--- config.mk ---
export PLATFORM = sky130hd
export DESIGN_NAME = color_seq_player
export DESIGN_NICKNAME = d
export VERILOG_FILES = /design/src/rtl/simon_pkg.sv /design/src/rtl/seq_phase_timer.sv /design/src/rtl/color_seq_player.sv
export SDC_FILE = /design/constraint.sdc
export NUM_CORES = 1
export LEC_CHECK = 0
export BUFFER_PORTS_ARGS = -buffer_cell sky130_fd_sc_hd__buf_2
export CELL_PAD_IN_SITES_DETAIL_PLACEMENT = 0
export CELL_PAD_IN_SITES_GLOBAL_PLACEMENT = 1
export CORE_MARGIN = 2
export CORE_UTILIZATION = 45
export DETAILED_ROUTE_END_ITERATION = 10
export PLACE_DENSITY = 0.83
export SYNTH_ARGS = -nofsm -noshare
export SYNTH_HDL_FRONTEND = slang
export SYNTH_SLANG_ARGS = --single-unit
--- constraint.sdc ---
create_clock -name clk -period 6.4 [get_ports clk]
set_input_delay 0.96 -clock clk [delete_from_list [all_inputs] [get_ports clk]]
set_output_delay 0.96 -clock clk [all_outputs]
set_load 0.1 [all_outputs]
--- src/rtl/simon_pkg.sv ---
// Shared Simon definitions: colour encoding, player FSM states and timer helpers.
package simon_pkg;

  localparam int COLOR_W = 2;

  typedef enum logic [COLOR_W-1:0] {
    CLR_B = 2'b00,
    CLR_G = 2'b01,
    CLR_R = 2'b10,
    CLR_Y = 2'b11
  } color_e;

  typedef enum logic [2:0] {
    ST_IDLE,
    ST_LOAD,
    ST_ON,
    ST_OFF,
    ST_DONE
  } player_state_e;

  // Halved phase length used by the speed-up mode, never shorter than one cycle.
  function automatic int half_min1(input int v);
    return ((v >> 1) < 1) ? 1 : (v >> 1);
  endfunction

endpackage

--- src/rtl/seq_phase_timer.sv ---
// Loadable down-counter shared by the ON and OFF lamp phases; holds at zero.
module seq_phase_timer
  import simon_pkg::*;
#(
  parameter int CNT_W = 25
) (
  input  logic             clk,
  input  logic             resetn,
  input  logic             load,
  input  logic [CNT_W-1:0] load_val,
  output logic             expired
);

  logic [CNT_W-1:0] cnt_q;

  always_ff @(posedge clk or negedge resetn) begin
    if (!resetn) begin
      cnt_q <= '0;
    end else if (load) begin
      cnt_q <= load_val;
    end else if (cnt_q != '0) begin
      cnt_q <= cnt_q - CNT_W'(1);
    end
  end

  assign expired = (cnt_q == '0);

endmodule

--- src/rtl/color_seq_player.sv ---
// Plays the stored Simon colour sequence through show_color (color/go).
// Optional SEQ_SPEEDUP_EN halves ON/OFF times once len_q >= SPEEDUP_LEN.
module color_seq_player
  import simon_pkg::*;
#(
  parameter int MAX_LEN     = 32,
  parameter int ADDR_W      = 5,
  parameter int ON_CYCLES   = 25000000,
  parameter int OFF_CYCLES  = 12500000,
  parameter int CNT_W       = 25,
  parameter int SPEEDUP_LEN = 8
) (
  input  logic               clk,
  input  logic               resetn,
  input  logic               start,
  input  logic [ADDR_W:0]    length,
  input  logic               abort,
  input  logic               wr_en,
  input  logic [ADDR_W-1:0]  wr_addr,
  input  logic [COLOR_W-1:0] wr_color,
  output logic [COLOR_W-1:0] color,
  output logic               go,
  output logic               busy,
  output logic               done
);

`ifdef SEQ_SPEEDUP_EN
  localparam bit SPEEDUP_ON = 1'b1;
`else
  localparam bit SPEEDUP_ON = 1'b0;
`endif

  localparam logic [ADDR_W:0]  LEN_MAX  = (ADDR_W+1)'(MAX_LEN);
  localparam logic [ADDR_W:0]  IDX_ONE  = (ADDR_W+1)'(1);
  localparam logic [ADDR_W+1:0] FAST_MIN = (ADDR_W+2)'(SPEEDUP_LEN);
  localparam logic [CNT_W-1:0] ON_FULL  = CNT_W'(ON_CYCLES - 1);
  localparam logic [CNT_W-1:0] OFF_FULL = CNT_W'(OFF_CYCLES - 1);
  localparam logic [CNT_W-1:0] ON_FAST  = CNT_W'(half_min1(ON_CYCLES) - 1);
  localparam logic [CNT_W-1:0] OFF_FAST = CNT_W'(half_min1(OFF_CYCLES) - 1);

  player_state_e      state_q, state_d;
  logic [COLOR_W-1:0] ram_q [MAX_LEN];
  logic [ADDR_W:0]    idx_q, idx_d;
  logic [ADDR_W:0]    len_q, len_d;
  logic [COLOR_W-1:0] color_q, color_d;
  logic               go_q, busy_q, done_q;
  logic               fast;
  logic               tmr_load;
  logic [CNT_W-1:0]   tmr_val;
  logic               tmr_expired;

  assign fast = SPEEDUP_ON && ({1'b0, len_q} >= FAST_MIN);

  seq_phase_timer #(
    .CNT_W (CNT_W)
  ) u_timer (
    .clk      (clk),
    .resetn   (resetn),
    .load     (tmr_load),
    .load_val (tmr_val),
    .expired  (tmr_expired)
  );

  always_comb begin
    state_d  = state_q;
    idx_d    = idx_q;
    len_d    = len_q;
    color_d  = color_q;
    tmr_load = 1'b0;
    tmr_val  = '0;
    case (state_q)
      ST_IDLE: begin
        if (start && !abort) begin
          if (length == '0) begin
            state_d = ST_DONE;
          end else begin
            state_d = ST_LOAD;
            len_d   = (length > LEN_MAX) ? LEN_MAX : length;
            idx_d   = '0;
          end
        end
      end
      ST_LOAD: begin
        color_d  = ram_q[idx_q[ADDR_W-1:0]];
        tmr_load = 1'b1;
        tmr_val  = fast ? ON_FAST : ON_FULL;
        state_d  = ST_ON;
      end
      ST_ON: begin
        if (tmr_expired) begin
          tmr_load = 1'b1;
          tmr_val  = fast ? OFF_FAST : OFF_FULL;
          state_d  = ST_OFF;
        end
      end
      ST_OFF: begin
        if (tmr_expired) begin
          if (idx_q + IDX_ONE == len_q) begin
            state_d = ST_DONE;
          end else begin
            idx_d   = idx_q + IDX_ONE;
            state_d = ST_LOAD;
          end
        end
      end
      ST_DONE: state_d = ST_IDLE;
      default: state_d = ST_IDLE;
    endcase
    if (abort && (state_q != ST_IDLE)) begin
      state_d = ST_IDLE;
    end
  end

  // Outputs are registered from the next state so they line up with state_q.
  always_ff @(posedge clk or negedge resetn) begin
    if (!resetn) begin
      state_q <= ST_IDLE;
      idx_q   <= '0;
      len_q   <= '0;
      color_q <= '0;
      go_q    <= 1'b0;
      busy_q  <= 1'b0;
      done_q  <= 1'b0;
    end else begin
      state_q <= state_d;
      idx_q   <= idx_d;
      len_q   <= len_d;
      color_q <= color_d;
      go_q    <= (state_d == ST_ON);
      busy_q  <= (state_d != ST_IDLE);
      done_q  <= (state_d == ST_DONE);
    end
  end

  always_ff @(posedge clk) begin
    if (wr_en && !busy_q) begin
      ram_q[wr_addr] <= wr_color;
    end
  end

  assign color = color_q;
  assign go    = go_q;
  assign busy  = busy_q;
  assign done  = done_q;

endmodule

==> flow_metrics.env, run 1 <==
export IMPL_grt_util_all_layers_pct=17.13
export IMPL_p_clk_share_pct=36.1
export IMPL_clock_latency_ns=0.34
export IMPL_maxSlewViolCount=0
export IMPL_n_antenna_cell=0
export IMPL_ios=23
export IMPL_p_sw_share_pct=28.06
export IMPL_status="finished clean"
export IMPL_rsz0062_at_grt="false"
export IMPL_dr_pass1_iters=4
export IMPL_post_route_util_pct=50.44
export IMPL_power_leakage_nw=1.983
export IMPL_path_buf_inv=0
export IMPL_syn_to_final_growth_pct=10.78
export IMPL_cp_arrival_ns=3.41
export IMPL_synth_edf_count=64
export IMPL_combPwrFrac_pct=13.8
export IMPL_first_global_vias=3403
export IMPL_ys_types=57
export IMPL_max_stage_delay_ns=0.99
export IMPL_cts_resized=0
export IMPL_setup_viol=0
export IMPL_yosysWarnings=0
export IMPL_cts_tree="done"
export IMPL_vias=3315
export IMPL_drc=0
export IMPL_slowest_stage="dfrtp_1"
export IMPL_synthFlopType="edfxtp_1"
export IMPL_crit_family="compound AO/OA/AOI/OAI gates"
export IMPL_die_h_um=111.0
export IMPL_post_cts_buffers=0
export IMPL_post_place_ws_ns=3.231
export IMPL_switchingPower_w=0.0004627
export IMPL_holdCritPathClass="reg -> reg"
export IMPL_finalHoldViolations=0
export IMPL_critPathLaunchType="flip-flop"
export IMPL_ant_nets=0
export IMPL_portBuffers=22
export IMPL_maxCapViolCount=0
export IMPL_viasPerCell=5.619
export IMPL_globalRouteOverflowTotal=0
export IMPL_power_w=0.001649
export IMPL_layout_cells_non_filler=590
export IMPL_finalCritPeriodShare_pct=49.28
export IMPL_grt_max_degree=46
export IMPL_end_kind="flip-flop"
export IMPL_pwr_share_seq_pct=50.1
export IMPL_wl_per_cell_um=16.84
export IMPL_synth_ff_latch_count=109
export IMPL_clock_path_buffers=2
export IMPL_layout_nets=462
export IMPL_dp_cells=574
export IMPL_async_reset_ff_share_pct=41.28
export IMPL_syn_area_um2=5155
export IMPL_worst_slack_ns=3.246
export IMPL_drtIter0Drc=264
export IMPL_ys_seq_area_share_pct=59.13
export IMPL_cts_hold_buf=0
export IMPL_dp_hpwl_um=6855
export IMPL_r2r_setup_slack_ns=3.25
export IMPL_drive_gt1_share_pct=14.99
export IMPL_wl_um=9934
export IMPL_avgSynthCellArea_um2=12.16
export IMPL_tightestPinTransition_ns=1.013
export IMPL_cts_root_buf="clkbuf_16"
export IMPL_cts_made_buffers=9
export IMPL_syn_inst=424
export IMPL_power_density_nw_per_um2=288.7
export IMPL_syn_nets=444
export IMPL_slew_headroom_pct=32.50
export IMPL_crit_chain="nand4_1 -> or3_1 -> a2111oi_2 -> a31oi_1 -> or2_1 -> o211ai_1"
export IMPL_row_count=39
export IMPL_crit_type="reg -> reg"
export IMPL_fmax_ghz=0.3171
export IMPL_cp_max_fo=20
export IMPL_antenna_found_initial=0
export IMPL_h_tree_depth=3
export IMPL_peakVddDrop_mv=0.2170
export IMPL_grt_pass1_wl_um=16940
export IMPL_place_gp_congestion=0.8118
export IMPL_required_ns=6.65
export IMPL_clk_pin_slew_ns=0.07
export IMPL_coreArea_um2=11320
export IMPL_fin_worst_skew_ns=0.007903
export IMPL_period_needed_ns=3.154
export IMPL_p_int_w=0.001186
export IMPL_dieArea_um2=12330
export IMPL_die_x_um=111.0
export IMPL_initial_utilization_pct=45.53
export IMPL_tns_ns=0
export IMPL_clkSinkCount=109
[worst register-to-register path: cells and delay by family (launching register included)]
| kind | cells | cell delay, ns |
|---|---|---|
| AND/OR/NAND/NOR | 3 | 1.04 |
| AO/OA/AOI/OAI | 3 | 1.04 |
| flip-flops | 1 | 0.99 |
[Yosys cell counts (4+ instances only)]
cell type | instances | area, um2
edfxtp_1 | 64 | 1922
nand3b_1 | 5 | 37.54
xnor2_1 | 14 | 122.6
o21ai_0 | 6 | 30.03
inv_1 | 6 | 22.52
o211ai_1 | 8 | 60.06
nand2b_1 | 11 | 68.82
mux4_2 | 13 | 292.8
nor2_1 | 63 | 236.5
clkbuf_1 | 11 | 41.29
dfrtp_1 | 45 | 1126
nand3_1 | 8 | 40.04
nor3b_1 | 4 | 30.03
mux2i_1 | 5 | 50.05
a21oi_1 | 6 | 30.03
mux2_2 | 4 | 45.04
nand2_1 | 40 | 150.1
xor2_1 | 7 | 61.31
or3_1 | 7 | 43.79
nor3_1 | 15 | 75.07
nor4_1 | 7 | 43.79
o21ai_1 | 11 | 55.05
nor2b_1 | 4 | 25.02
[registers in the layout, indices dropped and copies added (netlist names)]
| name | count |
|---|---|
| state_q | 3 |
| done | 1 |
| busy | 1 |
| len_q | 6 |
| go | 1 |
| color | 2 |
| u_timer.cnt_q | 25 |
| ram_q | 64 |
| idx_q | 6 |
[through the flow]
stage                     hold WS [ns]  cell area, um2
after floorplan                 0.4749            5155
after global placement          0.4946            5375
after detailed placement        0.5016            5375
after CTS                       0.5203            5710
after global routing            0.5407            5710
final                           0.5133            5710
[cells in the final DEF, fill, tap and decap left out, drive strengths merged, types with 3 or more instances in the layout]
master,instances
a21oi,6
a211oi,3
o211ai,9
nand2b,11
dfrtp,45
nor3b,4
mux4,16
mux2,4
nor4,8
or2,4
nand3,9
or3,7
xor2,7
nor3,15
nand4,3
buf,23
or3b,3
or4,3
a2111oi,3
mux2i,5
nand2,40
inv,10
edfxtp,64
clkbuf,9
o311ai,3
o21ai,17
a31oi,3
nor2b,4
a32oi,3
nand3b,5
clkinv,3
nor2,64
nand4b,3
xnor2,14
[final timing paths]
| kind | depth (start not counted) | startpoint | endpoint |
|---|---|---|---|
| max reg2reg | 6 | idx_q[0] | idx_q[4] |
| max in group asynchronous | 1 | resetn | u_timer.cnt_q[8] |
| min reg2reg | 2 | len_q[1] | len_q[1] |
| max | 6 | idx_q[0] | idx_q[4] |
| min | 2 | len_q[1] | len_q[1] |
| min in group asynchronous | 1 | resetn | u_timer.cnt_q[18] |
[cell families (layout without fill, tap and decap cells)]
family	after synthesis	after routing	synth area share, %
xor gates and xnor gates	21	21	3.568
adders and majority gates	2	2	0.4854
DFF	109	109	59.13
buffers and inverters	23	46	1.990
muxes	25	25	9.053
AOI/OAI and AO/OA	57	57	7.695
and+or+nand+nor	187	187	18.08
[power by group through the flow]
| stage | Clock, W | Sequential [W] | Combinational [W] |
|---|---|---|---|
| finish | 0.000595 | 0.000826 | 0.000227 |
| global route | 0.000631 | 0.000835 | 0.000248 |
| CTS | 0.000611 | 0.000827 | 0.000230 |
| detailed placement | 0 | 0.000841 | 0.000230 |
| global placement | 0 | 0.000841 | 0.000223 |
| floorplan | 0 | 0.000866 | 0.000147 |
[layer usage]
metal / vias to the layer above / share of wire (%) / global-route usage (%)
li1: 1622 / - / -
met1: 1642 / 45 / 22.16
met2: 43 / 51 / 29.37
met3: 8 / 2.7 / 3.827
met4: 0 / 1.0 / 4.691
met5: - / 0 / 0
[area by class of cell]
class / instances / area (um2)
clock buffer: 9 / 225.2
clock inverter: 7 / 110.1
fill: 997 / 5610
inverter: 7 / 26.28
multi-input combinational: 292 / 2004
sequential: 109 / 3048
tap: 143 / 178.9
timing repair buffer: 23 / 117.6
Power figures use the tool's default switching activity.
==> run 2: changes to the inputs <==
--- a/config.mk
+++ b/config.mk
@@ -5,13 +5,14 @@
 export SDC_FILE = /design/constraint.sdc
 export NUM_CORES = 1
 export LEC_CHECK = 0
+export ABC_AREA = 1
 export BUFFER_PORTS_ARGS = -buffer_cell sky130_fd_sc_hd__buf_2
 export CELL_PAD_IN_SITES_DETAIL_PLACEMENT = 0
 export CELL_PAD_IN_SITES_GLOBAL_PLACEMENT = 1
 export CORE_MARGIN = 2
 export CORE_UTILIZATION = 45
 export DETAILED_ROUTE_END_ITERATION = 10
-export PLACE_DENSITY = 0.83
+export PLACE_DENSITY = 0.87
 export SYNTH_ARGS = -nofsm -noshare
 export SYNTH_HDL_FRONTEND = slang
 export SYNTH_SLANG_ARGS = --single-unit
==> constraint.sdc (replaced) <==
create_clock -name clk -period 3 [get_ports clk]
set_input_delay 0.45 -clock clk [delete_from_list [all_inputs] [get_ports clk]]
set_output_delay 0.45 -clock clk [all_outputs]
set_load 0.1 [all_outputs]
==> run 2 against run 1 <==
  * Sequential cell count unchanged
  * Power is 130% higher
  * Synthesized area is 5.3% higher
  * Largest power group unchanged
==> flow_metrics.env, run 2 <==
export IMPL_yosys_area_top_type="edfxtp_1"
export IMPL_power_leakage_nw=2.509
export IMPL_tightestPinTransition_ns=1.012
export IMPL_cpMostUsedCell="nand2_1"
export IMPL_r2r_start="idx_q[0]"
export IMPL_die_x_um=113.8
export IMPL_critPathLaunchType="flip-flop"
export IMPL_post_cts_buffers=0
export IMPL_max_stage_delay_ns=0.75
export IMPL_place_gp_congestion=0.8631
export IMPL_vias=4166
export IMPL_multi_input_area_um2=2057
export IMPL_cp_max_fo=20
export IMPL_peakVddDrop_mv=0.4301
export IMPL_synth_top_family_by_area="simple AND/OR/NAND/NOR gates"
export IMPL_fillCellCount=1129
export IMPL_clkSinkCount=109
export IMPL_largest_register="ram_q"
export IMPL_syn_nets=633
export IMPL_worstReg2RegEnd="idx_q[3]"
export IMPL_synth_area_mux_share_pct=0
export IMPL_power_density_nw_per_um2=643.6
export IMPL_required_ns=3.29
export IMPL_fmax_ghz=0.4507
export IMPL_cts_tree="done"
export IMPL_clk_pin_slew_ns=0.07
export IMPL_drc=0
export IMPL_synthAdderAreaFrac_pct=0.4610
export IMPL_grt_pass1_wl_um=19260
export IMPL_dieArea_um2=12960
export IMPL_ant_nets=0
export IMPL_clock_path_buffers=2
export IMPL_period_needed_ns=2.219
export IMPL_r2r_worst_path_cells=13
export IMPL_maxSlewViolCount=0
export IMPL_grt_max_degree=46
export IMPL_yosysWarnings=0
export IMPL_drive_gt1_share_pct=10.64
export IMPL_portBuffers=22
export IMPL_syn_inst=613
export IMPL_post_synth_top_count_cell="nand2_1"
export IMPL_setup_viol=0
export IMPL_row_count=40
export IMPL_layout_cells_non_filler=786
export IMPL_synth_ff_latch_count=109
export IMPL_end_kind="flip-flop"
export IMPL_grt_util_all_layers_pct=19.29
export IMPL_async_reset_ff_share_pct=41.28
export IMPL_ys_seq_area_share_pct=56.15
export IMPL_cts_root_buf="clkbuf_16"
export IMPL_dp_cells=770
export IMPL_cts_hold_buf=0
export IMPL_post_route_util_pct=49.85
export IMPL_synth_edf_count=64
export IMPL_synth_xor_area_share_pct=2.582
export IMPL_rsz0062_at_grt="false"
export IMPL_syn_to_final_growth_pct=9.405
export IMPL_n_antenna_cell=0
export IMPL_cp_endpoint="idx_q[3]"
export IMPL_finalHoldViolations=0
export IMPL_crit_chain="ha_1 -> nand2_1 -> nand2_1 -> nand2_1 -> nand2_1 -> nand2_1 -> nor2_2 -> nand3_4 -> nand2_1 -> nand2_1 -> nand2_2 -> nand2_1 -> nand2_1"
export IMPL_crit_type="reg -> reg"
export IMPL_dr_pass1_iters=5
export IMPL_synthSimpleGateAreaFrac_pct=27.41
export IMPL_wl_per_cell_um=14.80
export IMPL_cts_made_buffers=9
export IMPL_h_tree_depth=3
export IMPL_holdCritPathClass="in -> async"
export IMPL_maxCapViolCount=0
export IMPL_layout_common_cells="120 x nand2_1, 111 x nor2_1, 64 x edfxtp_1"
export IMPL_cts_resized=0
export IMPL_tns_ns=0
export IMPL_fin_worst_skew_ns=0.004927
export IMPL_avgSynthCellArea_um2=8.854
export IMPL_clock_latency_ns=0.35
export IMPL_status="finished clean"
export IMPL_first_global_vias=3949
export IMPL_synth_top_area_share_pct=35.41
export IMPL_finalCritPeriodShare_pct=73.95
export IMPL_seq_area_um2=3048
export IMPL_syn_area_um2=5428
export IMPL_synth_compound_area_share_pct=7.446
export IMPL_dp_hpwl_um=8129
export IMPL_final_common_cell="nand2_1"
export IMPL_top_regs="ram_q x64, u_timer.cnt_q x25"
export IMPL_layout_nets=654
export IMPL_globalRouteOverflowTotal=0
export IMPL_cp_startpoint="idx_q[0]"
export IMPL_initial_utilization_pct=45.57
export IMPL_slew_headroom_pct=32.53
export IMPL_cp_arrival_ns=2.51
export IMPL_crit_cells=13
export IMPL_slowest_stage="dfrtp_1"
export IMPL_die_h_um=113.8
export IMPL_drtIter0Drc=338
export IMPL_ios=23
export IMPL_crit_family="simple AND/OR/NAND/NOR gates"
export IMPL_wl_um=11630
export IMPL_synthFlopType="edfxtp_1"
export IMPL_ys_types=35
export IMPL_ys_top_cells_by_count="120 x nand2_1, 111 x nor2_1, 64 x edfxtp_1"
export IMPL_synth_area_top_cells="edfxtp_1 35%, dfrtp_1 21%, nand2_1 8.3%"
export IMPL_path_buf_inv=0
export IMPL_largest_register_ffs=64
export IMPL_r2r_setup_slack_ns=0.78
export IMPL_viasPerCell=5.300
export IMPL_antenna_found_initial=0
export IMPL_coreArea_um2=11910
## run 2: cell types whose count changed after synthesis, sizes merged, moves of 7 or more
| cell | delta |
|---|---|
| or3 | -7 |
| o22ai | +14 |
| mux4 | -16 |
| o21ai | +30 |
| o211ai | -8 |
| nand3 | +52 |
| nor4 | -8 |
| nand4 | +7 |
| inv | +56 |
| xnor2 | -8 |
| nand2b | -11 |
| nand2 | +88 |
| nor2 | +55 |
## run 2: final cells by class
class | instances | share of cell area (%)
Clock inverter | 5 | 0.7164
Multi-Input combinational cell | 425 | 34.64
Sequential cell | 109 | 51.33
Timing Repair Buffer | 25 | 2.233
Tap cell | 147 | 3.097
Clock buffer | 11 | 3.919
Inverter | 64 | 4.067
## run 2: worst min path at each step
stage / start / endpoint / slack, ns / cells after the start
after floorplan: resetn / busy / 0.15 / 0
after global placement: u_timer.cnt_q[13] / u_timer.cnt_q[13] / 0.47 / 1
after detailed placement: u_timer.cnt_q[13] / u_timer.cnt_q[13] / 0.48 / 1
after CTS: resetn / u_timer.cnt_q[7] / 0.31 / 1
after global routing: length[5] / len_q[1] / 0.34 / 2
final: resetn / u_timer.cnt_q[9] / 0.26 / 1
## run 2: per-stage QoR
step | total power (W) | setup WS, ns | hold WS, ns | area, um2
floorplan | 0.002515 | 1.248 | 0.1544 | 5428
global placement | 0.002716 | 0.8722 | 0.4746 | 5663
detailed placement | 0.002726 | 0.8072 | 0.4845 | 5663
CTS | 0.003849 | 0.7822 | 0.3054 | 5938
global route | 0.004015 | 0.5137 | 0.3355 | 5938
finish | 0.003822 | 0.7814 | 0.2576 | 5938
## run 2: layer usage
layer | track usage (%) | vias to the layer above | share of wire, %
li1 | - | 2087 | -
met1 | 26.24 | 1960 | 47
met2 | 30.14 | 98 | 46
met3 | 4.304 | 21 | 4.8
met4 | 7.967 | 0 | 2.4
met5 | 0 | - | 0
## run 2: worst register-to-register path, delay by kind of cell, from the launching register on
| family | cells | cell delay (ns) |
|---|---|---|
| DFF | 1 | 0.75 |
| adders and majority gates | 1 | 0.34 |
| and+or+nand+nor | 12 | 1.08 |
## run 2: logic make-up after synthesis
kind of cell / after synthesis
AO/OA/AOI/OAI: 75
XOR/XNOR: 16
adder cells (fa/ha/maj): 2
buffers and inverters: 79
flip-flops: 109
AND/OR/NAND/NOR: 332
## run 2: where the power goes
group          internal [W]  switching [W]
Combinational      0.000232       0.000613
Clock              0.000575       0.000554
Sequential          0.00173       0.000115
Total               0.00254        0.00128
==> run 3: changes to the inputs <==
==> constraint.sdc (replaced) <==
create_clock -name clk -period 2.3 [get_ports clk]
set_input_delay 0.345 -clock clk [delete_from_list [all_inputs] [get_ports clk]]
set_output_delay 0.345 -clock clk [all_outputs]
set_load 0.1 [all_outputs]
==> run 3 against run 2 <==
  * Global-route usage rose by 0.29 points
  * Setup slack got worse by 0.47 ns
  * Critical path type unchanged
  * Hold slack got worse by 0.050 ns
  * Largest power group unchanged
  * Non-clock buffer count rose by 5
  * Critical endpoint is now u_timer.cnt_q[19]
  * Critical path depth fell by 2
  * Final cell count rose by 0.64%
  * Die area did not move
  * Clock power rose by 42%
  * Maximum frequency rose by 12%
==> flow_metrics.env, run 3 (synthesized netlist as in run 2, its figures left out) <==
export IMPL_status="finished clean"
export IMPL_wl_um=11680
export IMPL_tns_ns=0
export IMPL_crit_type="reg -> reg"
export IMPL_placed_area_um2=5693
export IMPL_drtIter0Drc=310
export IMPL_maxCapViolCount=0
export IMPL_worstReg2RegEnd="u_timer.cnt_q[19]"
export IMPL_peakVddDrop_mv=0.5579
export IMPL_initial_utilization_pct=45.57
export IMPL_power_leakage_nw=2.556
export IMPL_largest_register="ram_q"
export IMPL_drc=0
export IMPL_cp_arrival_ns=2.22
export IMPL_antenna_found_initial=0
export IMPL_syn_to_final_growth_pct=10.86
export IMPL_clkSinkCount=109
export IMPL_setup_viol=0
export IMPL_maxSlewViolCount=0
export IMPL_cts_hold_buf=1
export IMPL_row_count=40
export IMPL_period_needed_ns=1.985
export IMPL_globalRouteOverflowTotal=0
export IMPL_cts_root_buf="clkbuf_16"
export IMPL_slew_headroom_pct=63.19
export IMPL_drive_gt1_share_pct=11.49
export IMPL_crit_chain="inv_1 -> ha_1 -> nand2_2 -> nor2_4 -> nand3_2 -> nor2_4 -> nand2_4 -> clkinv_2 -> nand3_1 -> inv_2 -> nor2_1"
export IMPL_layout_nets=659
export IMPL_required_ns=2.54
export IMPL_hold_end="len_q[0]"
export IMPL_cts_made_buffers=9
export IMPL_dr_pass1_iters=5
export IMPL_h_tree_depth=3
export IMPL_hold_depth=2
export IMPL_viasPerCell=5.332
export IMPL_finalHoldViolations=0
export IMPL_holdCritPathClass="in -> reg"
export IMPL_power_density_nw_per_um2=850.0
export IMPL_design_area_um2=6017
export IMPL_cp_max_fo=13
export IMPL_post_cts_buffers=0
export IMPL_rsz0062_at_grt="false"
export IMPL_grt_util_all_layers_pct=19.58
export IMPL_layout_common_cells="120 x nand2_1, 111 x nor2_1, 64 x edfxtp_1"
export IMPL_path_buf_inv=3
export IMPL_top_regs="ram_q x64, u_timer.cnt_q x25"
export IMPL_critPathLaunchType="flip-flop"
export IMPL_cts_tree="done"
export IMPL_r2r_start="u_timer.cnt_q[0]"
export IMPL_cpMostUsedCell="nor2_4"
export IMPL_clock_latency_ns=0.36
export IMPL_die_x_um=113.8
export IMPL_tightestPinTransition_ns=0.5522
export IMPL_crit_family="simple AND/OR/NAND/NOR gates"
export IMPL_slowest_stage="dfrtp_1"
export IMPL_grt_max_degree=33
export IMPL_max_stage_delay_ns=0.36
export IMPL_r2r_worst_path_cells=11
export IMPL_n_antenna_cell=0
export IMPL_cts_resized=0
export IMPL_dp_hpwl_um=8162
export IMPL_clk_pin_slew_ns=0.08
export IMPL_clock_path_buffers=2
export IMPL_ios=23
export IMPL_dieArea_um2=12960
export IMPL_first_global_vias=4095
export IMPL_vias=4218
export IMPL_fmax_ghz=0.5038
export IMPL_coreArea_um2=11910
export IMPL_fin_worst_skew_ns=0.006791
export IMPL_portBuffers=22
export IMPL_wl_per_cell_um=14.77
export IMPL_finalCritPeriodShare_pct=86.29
export IMPL_grt_pass1_wl_um=19600
export IMPL_hp_start="length[5]"
export IMPL_die_h_um=113.8
export IMPL_end_kind="flip-flop"
export IMPL_largest_register_ffs=64
export IMPL_ant_nets=0
export IMPL_crit_cells=11
export IMPL_final_common_cell="nand2_1"
export IMPL_r2r_setup_slack_ns=0.32
export IMPL_place_gp_congestion=0.9002
[run 3: how the worst max path moves through the flow]
| stage | start | to | slack (ns) |
|---|---|---|---|
| 2_1_floorplan | busy | ram_q[0][0] | 0.55 |
| 3_3_place_gp | wr_en | ram_q[31][0] | 0.37 |
| 3_5_place_dp | wr_en | ram_q[15][0] | 0.30 |
| 4_1_cts | u_timer.cnt_q[0] | u_timer.cnt_q[19] | 0.31 |
| 5_1_grt | u_timer.cnt_q[0] | u_timer.cnt_q[19] | 0.13 |
| 6_report | u_timer.cnt_q[0] | u_timer.cnt_q[19] | 0.32 |
[run 3: cell type report]
class                      count  area, um2
fill                        1110       5894
clock buffer                   9      225.2
clock inverter                 7      88.84
inverter                      64      241.5
tap                          147      183.9
sequential                   109       3048
multi-input combinational    425       2057
timing repair buffer          30      172.7
[run 3: worst register-to-register path, delay by kind of cell (launching register included)]
kind	cells	cell delay [ns]
adder cells (fa/ha/maj)	1	0.21
buffers and inverters	3	0.43
flip-flops	1	0.36
AND/OR/NAND/NOR	7	0.86
[run 3: routing by layer]
| metal | wire length [um] | up-vias | global-route usage (%) |
|---|---|---|---|
| li1 | - | 2089 | - |
| met4 | 257 | 0 | 7.805 |
| met5 | 0 | - | 0 |
| met1 | 5301 | 2001 | 25.91 |
| met3 | 618 | 24 | 5.048 |
| met2 | 5505 | 104 | 31.06 |
[run 3: report_power, final]
part           internal [W]  switching [W]  total [W]
combinational      0.000311       0.000808    0.00112
sequential          0.00226       0.000142    0.00240
clock              0.000795       0.000801    0.00160
total               0.00336        0.00175    0.00511
[run 3: metrics by stage]
step | utilization [%] | hold slack [ns] | setup WS (ns) | cells | power, W
after floorplan | - | 0.04941 | 0.5482 | 613 | 0.003280
after global placement | 47.79 | 0.3560 | 0.3736 | 774 | 0.003556
after detailed placement | 47.79 | 0.3619 | 0.3000 | 774 | 0.003566
after CTS | 50.51 | 0.1956 | 0.3077 | 791 | 0.005163
after global routing | 50.51 | 0.2104 | 0.1322 | 791 | 0.005382
final | 50.51 | 0.2073 | 0.3153 | 791 | 0.005115
